### src/rtl/pe_operand_feeder_pkg.sv
// Shared widths and FSM encoding for the PE operand feeder and its read pipe.
package pe_operand_feeder_pkg;

  localparam int WORD_WIDTH_DEF = 128;
  localparam int DATA_WIDTH_DEF = 8;
  localparam int ADDR_WIDTH_DEF = 10;
  localparam int LEN_WIDTH_DEF  = 10;

  typedef enum logic [1:0] {
    ST_IDLE  = 2'd0,
    ST_ISSUE = 2'd1,
    ST_DRAIN = 2'd2,
    ST_FLUSH = 2'd3
  } feed_state_e;

endpackage

### src/rtl/pe_operand_feeder_read_pipe.sv
// Return path from the global buffers: delays rd into rvalid, then registers
// the returned data onto the array operands, or zeros when no beat returned.
module gbuf_read_pipe
  import pe_operand_feeder_pkg::*;
#(
  parameter int WORD_WIDTH = WORD_WIDTH_DEF,
  parameter int DATA_WIDTH = DATA_WIDTH_DEF
) (
  input  logic                  clk_i,
  input  logic                  rst_i,
  input  logic                  rd_i,
  input  logic [WORD_WIDTH-1:0] a_rdata_i,
  input  logic [DATA_WIDTH-1:0] b_rdata_i,
  output logic [WORD_WIDTH-1:0] a_word_o,
  output logic [DATA_WIDTH-1:0] b_data_o,
  output logic                  valid_o
);

  logic                  rvalid_reg;
  logic                  valid_reg;
  logic [WORD_WIDTH-1:0] a_word_reg;
  logic [DATA_WIDTH-1:0] b_data_reg;

  always_ff @(posedge clk_i or posedge rst_i) begin
    if (rst_i) begin
      rvalid_reg <= 1'b0;
      valid_reg  <= 1'b0;
      a_word_reg <= '0;
      b_data_reg <= '0;
    end else begin
      rvalid_reg <= rd_i;
      valid_reg  <= rvalid_reg;
      // Idle cycles present a zero product so bubbles never disturb the sum.
      a_word_reg <= rvalid_reg ? a_rdata_i : '0;
      b_data_reg <= rvalid_reg ? b_rdata_i : '0;
    end
  end

  assign a_word_o = a_word_reg;
  assign b_data_o = b_data_reg;
  assign valid_o  = valid_reg;

endmodule

### src/rtl/pe_operand_feeder.sv
// Sequences one accumulation pass: issues K paired A/B buffer reads, streams
// the returned beats into the PE array with clr on the first, then a we strobe.
module pe_operand_feeder
  import pe_operand_feeder_pkg::*;
#(
  parameter int WORD_WIDTH = WORD_WIDTH_DEF,
  parameter int DATA_WIDTH = DATA_WIDTH_DEF,
  parameter int ADDR_WIDTH = ADDR_WIDTH_DEF,
  parameter int LEN_WIDTH  = LEN_WIDTH_DEF
) (
  input  logic                  clk_i,
  input  logic                  rst_i,
  input  logic                  start_i,
  input  logic [LEN_WIDTH-1:0]  k_len_i,
  input  logic [ADDR_WIDTH-1:0] base_a_i,
  input  logic [ADDR_WIDTH-1:0] base_b_i,
  input  logic                  stall_i,
  output logic                  busy_o,
  output logic                  done_o,
  output logic                  gbuf_a_rd_o,
  output logic [ADDR_WIDTH-1:0] gbuf_a_addr_o,
  input  logic [WORD_WIDTH-1:0] gbuf_a_rdata_i,
  output logic                  gbuf_b_rd_o,
  output logic [ADDR_WIDTH-1:0] gbuf_b_addr_o,
  input  logic [DATA_WIDTH-1:0] gbuf_b_rdata_i,
  output logic [WORD_WIDTH-1:0] srca_word_o,
  output logic [DATA_WIDTH-1:0] srcb_o,
  output logic                  clr_o,
  output logic                  we_o
);

  localparam logic [LEN_WIDTH-1:0] LEN_ONE = LEN_WIDTH'(1);

  feed_state_e           state_reg, state_next;
  logic [LEN_WIDTH-1:0]  k_last_reg;
  logic [LEN_WIDTH-1:0]  issue_cnt_reg;
  logic [LEN_WIDTH-1:0]  beat_cnt_reg;
  logic [ADDR_WIDTH-1:0] base_a_reg;
  logic [ADDR_WIDTH-1:0] base_b_reg;
  logic                  zero_done_reg;

  logic                  issue_rd;
  logic                  beat_valid;
  logic                  accept_start;
  logic [ADDR_WIDTH-1:0] offset;

  assign accept_start = (state_reg == ST_IDLE) && start_i;
  assign offset       = ADDR_WIDTH'(issue_cnt_reg);

  always_comb begin
    state_next  = state_reg;
    issue_rd    = 1'b0;
    busy_o      = 1'b0;
    we_o        = 1'b0;
    done_o      = zero_done_reg;
    case (state_reg)
      ST_IDLE: begin
        if (start_i && (k_len_i != '0)) state_next = ST_ISSUE;
      end
      ST_ISSUE: begin
        busy_o   = 1'b1;
        issue_rd = !stall_i;
        if (!stall_i && (issue_cnt_reg == k_last_reg)) state_next = ST_DRAIN;
      end
      ST_DRAIN: begin
        busy_o = 1'b1;
        if (beat_valid && (beat_cnt_reg == k_last_reg)) state_next = ST_FLUSH;
      end
      ST_FLUSH: begin
        busy_o     = 1'b1;
        we_o       = 1'b1;
        done_o     = 1'b1;
        state_next = ST_IDLE;
      end
      default: state_next = ST_IDLE;
    endcase
  end

  always_ff @(posedge clk_i or posedge rst_i) begin
    if (rst_i) begin
      state_reg     <= ST_IDLE;
      k_last_reg    <= '0;
      issue_cnt_reg <= '0;
      beat_cnt_reg  <= '0;
      base_a_reg    <= '0;
      base_b_reg    <= '0;
      zero_done_reg <= 1'b0;
    end else begin
      state_reg     <= state_next;
      // A zero-length pass completes without ever leaving IDLE.
      zero_done_reg <= accept_start && (k_len_i == '0);
      if (accept_start) begin
        issue_cnt_reg <= '0;
        beat_cnt_reg  <= '0;
        if (k_len_i != '0) begin
          k_last_reg <= k_len_i - LEN_ONE;
          base_a_reg <= base_a_i;
          base_b_reg <= base_b_i;
        end
      end else begin
        if (issue_rd) issue_cnt_reg <= issue_cnt_reg + LEN_ONE;
        if (beat_valid) beat_cnt_reg <= beat_cnt_reg + LEN_ONE;
      end
    end
  end

  // Both buffers are read in lockstep; addresses wrap naturally at ADDR_WIDTH.
  assign gbuf_a_rd_o   = issue_rd;
  assign gbuf_b_rd_o   = issue_rd;
  assign gbuf_a_addr_o = issue_rd ? (base_a_reg + offset) : '0;
  assign gbuf_b_addr_o = issue_rd ? (base_b_reg + offset) : '0;

  gbuf_read_pipe #(
    .WORD_WIDTH(WORD_WIDTH),
    .DATA_WIDTH(DATA_WIDTH)
  ) u_read_pipe (
    .clk_i    (clk_i),
    .rst_i    (rst_i),
    .rd_i     (issue_rd),
    .a_rdata_i(gbuf_a_rdata_i),
    .b_rdata_i(gbuf_b_rdata_i),
    .a_word_o (srca_word_o),
    .b_data_o (srcb_o),
    .valid_o  (beat_valid)
  );

  assign clr_o = beat_valid && (beat_cnt_reg == '0);

endmodule

### config.mk
export PLATFORM = sky130hd
export DESIGN_NAME = pe_operand_feeder
export DESIGN_NICKNAME = d
export VERILOG_FILES = /design/src/rtl/pe_operand_feeder_pkg.sv /design/src/rtl/pe_operand_feeder_read_pipe.sv /design/src/rtl/pe_operand_feeder.sv
export SDC_FILE = /design/constraint.sdc
export NUM_CORES = 1
export LEC_CHECK = 0
export ABC_CLOCK_PERIOD_IN_PS = 19800
export CORE_MARGIN = 2
export CORE_UTILIZATION = 44
export DETAILED_ROUTE_END_ITERATION = 10
export PLACE_DENSITY = 0.82
export SYNTH_ARGS = -nofsm -noshare
export SYNTH_HDL_FRONTEND = slang
export SYNTH_SLANG_ARGS = --single-unit
### constraint.sdc
create_clock -name clk_i -period 19.8 [get_ports clk_i]
set_input_delay 3.96 -clock clk_i [delete_from_list [all_inputs] [get_ports clk_i]]
set_output_delay 3.96 -clock clk_i [all_outputs]
set_load 0.01 [all_outputs]
Word level (Yosys, flattened, before mapping)
Cells that the tools add are included.

storage, ports and cells
  register bits = 191
  input port bits = 170
  output and inout port bits = 162
  logic and storage cells = 56

operators by class
  add/subtract/negate cells = 5
  equality and inequality tests = 8
  mux-type cells = 16
  reduce and logical (&&, ||, !) cells = 16

operator list
  operator                 number
  $mux W128                1
  $mux W10                 6
  $add A10 B1 Y10 const B  2
  $add A10 B10 Y10         2
  $eq A10 B10 Y1           2
  $logic_not A10 Y1        2
  $reduce_bool A10 Y1      1
  $sub A10 B1 Y10 const B  1
  $mux W8                  1
  $pmux W2 S4              1
  $logic_and A1 B1 Y1      6
  $mux W2                  3
  $eq A2 B2 Y1 const B     2
  $mux W1                  4
  $ne A2 B2 Y1 const B     2
  $reduce_bool A2 Y1       2
  $reduce_and A3 Y1        1
  $reduce_or A3 Y1         1
  $eq A2 B1 Y1 const B     1
  $logic_not A2 Y1         1
  $ne A2 B1 Y1 const B     1
  $reduce_and A2 Y1        1
  $logic_not A1 Y1         1

Depth between registers and ports, before layout
Gate-level depths: netlist of run 1.

  depth in word-level cells = 4
  depth in mapped cells = 9
  depth with buffers taken out = 9

By module
Synthesis of run 1 repeated with hierarchy kept, for this count alone.

second synthesis, totals
  cells, all modules = 658
  area total of the unflattened synthesis = 8057.7 um^2

by module, submodules not included
  module             instances  cells each  area an instance (um^2)  seq. area each (um^2)
  gbuf_read_pipe     1          290         4511.8                   3453.3
  pe_operand_feeder  1          368         3545.9                   1326.3

Least setup slack after synthesis of run 1
OpenSTA, ideal clock, no wires.

  path kind = input -> output
  start = input port stall_i
  end = output port gbuf_a_addr_o[9]
  arrival time = 4937 ps
  data required time = 15840 ps
  slack = 10903 ps
  stages on the path = 5
  path buffers = 1
  path through = nand2b_1 inv_1 clkbuf_1 a311oi_1 o311ai_0

on the way
  word-level cells in the longest chain between the ends = 3

ends and longest elaborated chain
  element           line                      text
  from (decl)       pe_operand_feeder.sv:17   input logic stall_i,
  $logic_not A1 Y1  pe_operand_feeder.sv:62   issue_rd = !stall_i;
  $mux W1           pe_operand_feeder.sv:56   case (state_reg)
  net gbuf_a_rd_o   pe_operand_feeder.sv:20   output logic gbuf_a_rd_o,
  $mux W10          pe_operand_feeder.sv:110  assign gbuf_a_addr_o = issue_rd ? (base_a_reg + offset) : '0;
  to (decl)         pe_operand_feeder.sv:21   output logic [ADDR_WIDTH-1:0] gbuf_a_addr_o,

The timed path passes the listed nets, and every way through them passes these cells.

Worst setup path in the final report of run 1
  start = input port stall_i
  end = output port gbuf_a_addr_o[9]

on the way
  word-level cells in the longest chain between the ends = 3

ends and longest elaborated chain
  element           line
  $logic_not A1 Y1  pe_operand_feeder.sv:62
  $mux W1           pe_operand_feeder.sv:56
  $mux W10          pe_operand_feeder.sv:110

No other way between the ends.

==> run_results.csv, run 1 <==
group,metric,value,unit
worst_setup_path,cp_max_fo,22,
synthesis,syn_area,7903,um^2
cells_and_area,fin_cells,1223,
global_route,grt_pass1_wl,34960,um
cells_and_area,num_antenna_cells,0,
cts,h-tree-depth,4,
cells_and_area,nets,1181,
worst_setup_path,critPathMaxStageDelay,0.51,ns
timing,slew_headroom,0.3236,
global_route,grt-ovfl-total,0,
drt,via_per_inst,4.833,
timing,fin_crit,10.31,ns
drt,antenna_left,0,
drt,drt_first_iter_violations,266,
worst_setup_path,slowest_stage,"clkdlybuf4s50_1",
die,dieArea,19050,um^2
synthesis,ys_top_cells_by_count,"dfrtp_1 (191), and2_1 (140), nor2_1 (39), xor2_1 (33)",
worst_setup_path,critPathTopFamily,"buffers and inverters",
global_route,antenna_found_initial,3,
power_and_ir_drop,ir_drop,0.05899,mV
job,max-cap-violations,0,
drt,drc,0,
worst_setup_path,crit_buf_inv,4,
placement,gp_congestion,0.8945,
die,fp.dieW,138.0,um
global_route,grt_pass1_vias,6205,
timing,setup_violations,0,
timing,final.setup.worst_slack,9.493,ns
hold_path,hold_path.class,"reg -> reg",
die,core,17780,um^2
status,outcome,"completed",
cts,ctsRootBufferMaster,"clkbuf_16",
worst_setup_path,required,15.84,ns
synthesis,synth_area_leaders,"dfrtp_1 (60%), and2_1 (11%), ha_1 (4.4%)",
synthesis,yosys_warnings,0,
cts,path_clk_slew,0.08,ns
die,rows,49,
worst_setup_path,start_kind,"input port",
power_and_ir_drop,power_density,107.2,nW/um^2
cells_and_area,drive_above_1_share,0.06137,
global_route,grt_usage,0.2378,
timing,finClkSkew,0.01430,ns
timing,slew_violations,0,
timing,hold_violations,0,
timing,tightest_slew,1.015,ns
cells_and_area,largest_reg_flops,128,
cts,clk_path_buf_depth,2,
worst_setup_path,crit_path_cell_trace,"clkdlybuf4s50_1 > nand2b_1 > buf_4 > inv_1 > nand3_1 > nor2_1 > a311oi_1 > o311ai_0 > clkdlybuf4s50_1",
cts,clock-sinks,191,
worst_setup_path,path_common_cell,"clkdlybuf4s50_1",
cts,worstSkewPairLatency,0.43,ns
synthesis,synth_top_area_frac,0.6048,
placement,io_buffer_count,331,
synthesis,ys_seq_area_frac,0.6048,
placement,hpwl,16880,um
cts,cts_tree,"done",
cells_and_area,n_fill_cell,1332,
drt,finalWirelength,21910,um
cts,postCtsHoldBufs,0,
synthesis,synthCells,655,
die,die_h,138.0,um
worst_setup_path,r2r_slack,16.98,ns
timing,rsz0062_at_grt,"false",
power_and_ir_drop,leakage,5.492,nW
drt,wire_per_inst,17.92,um
die,pin_count,332,
synthesis,syn_nets,855,
worst_setup_path,worstSetupPathType,"in -> out",
synthesis,synth_edf_count,0,
drt,firstDrtPassIters,4,
synthesis,synth_most_common_cell,"dfrtp_1",
cells_and_area,area_delta_synth_final,52.03,%
cts,cts_resized,0,
cells_and_area,utilization,0.6757,
timing,max_freq,0.09703,GHz
synthesis,synth-seq-cells,191,
placement,pre_cts_ws,9.522,ns
synthesis,synth_area_leader_cell,"dfrtp_1",
cts,cts_buffers,17,
placement,dp.cells,1191,
synthesis,synth.distinct_cells,43,
synthesis,synthArstFlopShare,1.000,
timing,finalSetupTns,0,ns
worst_setup_path,cp_data_arrival_time,6.35,ns
timing,fin_crit_sh,0.5205,
global_route,grt_max_degree,138,
cts,cts_setup_buffers,0,
synthesis,synth-main-ff-cell,"dfrtp_1",
worst_setup_path,endpoint_kind,"output pin",
die,start_util,0.4445,
drt,vias,5911,
synthesis,synth.avg_cell_area,12.07,um^2
[worst paths after layout]
check	start	to	cells after the start
max	stall_i	gbuf_a_addr_o[9]	9
min	base_b_reg[0]$_DFFE_PP0P_	base_b_reg[0]$_DFFE_PP0P_	1
max reg2reg	state_reg[0]$_DFFE_PP0P_	base_a_reg[5]$_DFFE_PP0P_	6
min reg2reg	base_b_reg[0]$_DFFE_PP0P_	base_b_reg[0]$_DFFE_PP0P_	1
max in group asynchronous	rst_i	u_read_pipe.a_word_o[106]$_DFF_PP0_	3
min in group asynchronous	rst_i	u_read_pipe.a_word_o[46]$_DFF_PP0_	2
[cell families (layout without fill, tap and decap cells)]
| family | count (synthesis) | count (layout) | synth area share |
|---|---|---|---|
| adders and majority gates | 30 | 30 | 0.04940 |
| DFF | 191 | 191 | 0.6048 |
| AOI/OAI and AO/OA | 49 | 49 | 0.04322 |
| xor gates and xnor gates | 55 | 55 | 0.06096 |
| muxes | 22 | 22 | 0.03119 |
| buffers and inverters | 44 | 383 | 0.02280 |
| and+or+nand+nor | 264 | 264 | 0.1876 |
[through the flow]
stage          total power, W  hold slack, ns  instance area [um^2]
6_report             0.001288          0.5151                 12010
5_1_grt              0.001366          0.5426                 12010
4_1_cts              0.001302          0.5177                 12010
3_5_place_dp        0.0009590          0.4996                 11420
3_3_place_gp        0.0009476          0.4915                 11420
2_1_floorplan       0.0007519          0.3519                  7903
[layout make-up]
cell class	instances	area, um^2	share of cell area
Clock buffer	18	429.2	0.03572
Multi-Input combinational cell	420	2943	0.2449
Clock inverter	14	165.2	0.01375
Inverter	17	71.32	0.005936
Timing Repair Buffer	334	3336	0.2777
Tap cell	229	286.5	0.02385
Sequential cell	191	4783	0.3981
[layout by cell type (no fill, tap or decap), drive strengths merged, types with 4 or more instances in the layout]
cell | synthesis | routed
o21a | 5 | 5
and3 | 8 | 8
nor2b | 5 | 5
dfrtp | 191 | 191
o21ai | 12 | 12
clkbuf | 20 | 18
a21o | 10 | 10
nor2 | 39 | 39
nor4 | 7 | 7
ha | 28 | 28
nand3 | 7 | 7
nand4 | 11 | 11
inv | 17 | 25
xor2 | 33 | 33
and2 | 140 | 140
xnor2 | 22 | 22
nand2 | 28 | 28
mux2 | 21 | 21
clkinv | 0 | 4
a21oi | 7 | 7
clkdlybuf4s50 | 0 | 331
nor3 | 12 | 12
[worst reg2reg max path, cell delays in order (launching register included)]
cell and delay [ns]:
dfrtp_1 0.42, inv_1 0.13, ha_1 0.20, and2_1 0.66, nand2_1 0.58, buf_4 0.40, mux2_2 0.32
[where the power goes]
group	switching (W)	internal, W	total (W)
clock network	0.000168	0.000171	0.000339
logic	0.000183	0.000232	0.000415
registers	0.0000680	0.000467	0.000535
[layer usage]
layer | global-route usage | share of wire | up-vias | wire length (um)
li1 | - | - | 2792 | -
met1 | 0.2642 | 0.36 | 2877 | 7913
met2 | 0.4148 | 0.53 | 196 | 11530
met3 | 0.08971 | 0.080 | 42 | 1758
met4 | 0.09237 | 0.031 | 4 | 685
met5 | 0 | 0.0012 | - | 27
(Power assumes the default switching activity.)
==> run 2: changes to the inputs <==
--- a/config.mk
+++ b/config.mk
@@ -5,11 +5,11 @@
 export SDC_FILE = /design/constraint.sdc
 export NUM_CORES = 1
 export LEC_CHECK = 0
-export ABC_CLOCK_PERIOD_IN_PS = 19800
+export ABC_CLOCK_PERIOD_IN_PS = 10400
 export CORE_MARGIN = 2
-export CORE_UTILIZATION = 44
+export CORE_UTILIZATION = 43
 export DETAILED_ROUTE_END_ITERATION = 10
-export PLACE_DENSITY = 0.82
+export PLACE_DENSITY = 0.81
 export SYNTH_ARGS = -nofsm -noshare
 export SYNTH_HDL_FRONTEND = slang
 export SYNTH_SLANG_ARGS = --single-unit
==> constraint.sdc (replaced) <==
create_clock -name clk_i -period 10.4 [get_ports clk_i]
set_input_delay 2.08 -clock clk_i [delete_from_list [all_inputs] [get_ports clk_i]]
set_output_delay 2.08 -clock clk_i [all_outputs]
set_load 0.01 [all_outputs]
==> run_results.csv, run 2 (synthesis gave the netlist of run 1 again) <==
group,metric,value,unit
die,core,18020,um^2
timing,final.setup.worst_slack,3.787,ns
hold_path,hold_path.class,"reg -> reg",
worst_setup_path,cp_data_arrival_time,4.53,ns
drt,drc,0,
worst_setup_path,critical_path.reg2reg.startpoint,"state_reg[1]$_DFFE_PP0P_",
cells_and_area,drive_above_1_share,0.06042,
die,pin_count,332,
cells_and_area,layout_commonest_cell,"clkdlybuf4s50_1",
placement,place_area,11420,um^2
worst_setup_path,start_kind,"input port",
hold_path,whs_endpoint,"base_a_reg[7]$_DFFE_PP0P_",
cts,path_clk_slew,0.07,ns
cells_and_area,nets,1181,
drt,via_per_inst,4.820,
drt,wire_per_inst,18.09,um
cts,clock-sinks,191,
timing,tightest_slew,1.066,ns
drt,vias,5895,
cts,postCtsHoldBufs,0,
hold_path,hp-start,"base_a_reg[7]$_DFFE_PP0P_",
placement,gp_congestion,0.8806,
die,rows,49,
timing,hold_violations,0,
cts,clk_path_buf_depth,2,
cts,cts_buffers,17,
cts,cts_setup_buffers,0,
power_and_ir_drop,ir_drop,0.1302,mV
die,die_h,139.6,um
die,start_util,0.4384,
drt,drt_first_iter_violations,382,
cells_and_area,largest_reg_flops,128,
cells_and_area,n_fill_cell,1342,
worst_setup_path,cp_max_fo,22,
worst_setup_path,r2r_slack,7.60,ns
die,dieArea,19480,um^2
worst_setup_path,reg2reg_depth,6,
placement,io_buffer_count,331,
status,outcome,"completed",
cells_and_area,final_cell_mix,"clkdlybuf4s50_1 (331), dfrtp_1 (190), and2_1 (140), nor2_1 (39), xor2_1 (33)",
power_and_ir_drop,leakage,5.489,nW
cts,cts_tree,"done",
global_route,grt_pass1_vias,6114,
drt,firstDrtPassIters,4,
global_route,antenna_found_initial,2,
worst_setup_path,worstSetupPathType,"in -> out",
global_route,grt_pass1_wl,34310,um
hold_path,hold_depth,1,
placement,pre_cts_ws,3.860,ns
timing,slew_headroom,0.2897,
timing,fin_crit,6.613,ns
timing,max_freq,0.1512,GHz
cts,worstSkewPairLatency,0.43,ns
cells_and_area,area_delta_synth_final,51.76,%
timing,rsz0062_at_grt,"false",
cts,ctsRootBufferMaster,"clkbuf_16",
timing,slew_violations,0,
timing,finalSetupTns,0,ns
worst_setup_path,endpoint_kind,"output pin",
cts,cts_resized,0,
timing,finClkSkew,0.01371,ns
die,fp.dieW,139.6,um
power_and_ir_drop,power_density,203.7,nW/um^2
drt,antenna_left,0,
drt,finalWirelength,22120,um
global_route,grt_max_degree,138,
global_route,grt-ovfl-total,0,
job,max-cap-violations,0,
cts,h-tree-depth,4,
global_route,grt_usage,0.2311,
worst_setup_path,required,8.32,ns
timing,fin_crit_sh,0.6359,
worst_setup_path,r2r-end,"base_b_reg[5]$_DFFE_PP0P_",
cells_and_area,design_area,11990,um^2
placement,hpwl,16720,um
timing,setup_violations,0,
[run 2: changes by cell type in the layout (fill, tap and decap cells not counted), sizes merged]
cell / change
inv: -3
bufinv: +1
clkbuf: +1
clkinv: +1
clkinvlp: -1
diode: +1
[run 2: worst max-delay path: stages]
cell and delay (ns):
clkdlybuf4s50_1 0.43, nand2b_1 0.16, buf_4 0.21, inv_1 0.49, nand3_1 0.18, o311ai_0 0.36, clkdlybuf4s50_1 0.61
[run 2: final cells by class]
type / count / area, um^2 / share of cell area
Sequential cell: 191 / 4783 / 0.3989
Timing Repair Buffer: 334 / 3336 / 0.2781
Multi-Input combinational cell: 420 / 2943 / 0.2454
Clock buffer: 19 / 442.9 / 0.03693
Tap cell: 229 / 286.5 / 0.02389
Clock inverter: 12 / 127.6 / 0.01064
Inverter: 17 / 71.32 / 0.005947
Antenna cell: 1 / 2.502 / 0.0002087
[run 2: stage by stage]
stage / cells / hold WS [ns] / total power (W) / util
finish: 1223 / 0.5157 / 0.002443 / 0.6653
global route: 1222 / 0.5389 / 0.002587 / 0.6652
CTS: 1222 / 0.5182 / 0.002467 / 0.6652
detailed placement: 1191 / 0.5020 / 0.001827 / 0.6336
global placement: 1191 / 0.4963 / 0.001805 / 0.6336
floorplan: 655 / 0.3519 / 0.001432 / -
[run 2: worst max path at each step]
| stage | from | to | slack (ns) |
|---|---|---|---|
| finish | stall_i | gbuf_a_addr_o[9] | 3.79 |
| global route | stall_i | gbuf_a_addr_o[9] | 3.64 |
| CTS | stall_i | gbuf_a_addr_o[9] | 3.83 |
| detailed placement | stall_i | gbuf_a_addr_o[9] | 3.86 |
| global placement | stall_i | gbuf_a_addr_o[9] | 3.92 |
| floorplan | rst_i | base_a_reg[0]$_DFFE_PP0P_ | 3.12 |
[run 2: power breakdown]
part           internal, W  leakage (nW)  switching (W)  total [W]
Combinational     0.000442          2.64       0.000347   0.000790
Sequential        0.000889          2.57       0.000130    0.00102
Clock             0.000342         0.279       0.000292   0.000634
[run 2: layer usage]
metal	GRT usage	vias up	part of all wire
li1	-	2791	-
met1	0.2704	2855	0.38
met2	0.3940	215	0.52
met3	0.08706	32	0.081
met4	0.07737	2	0.025
met5	0	-	0.00059
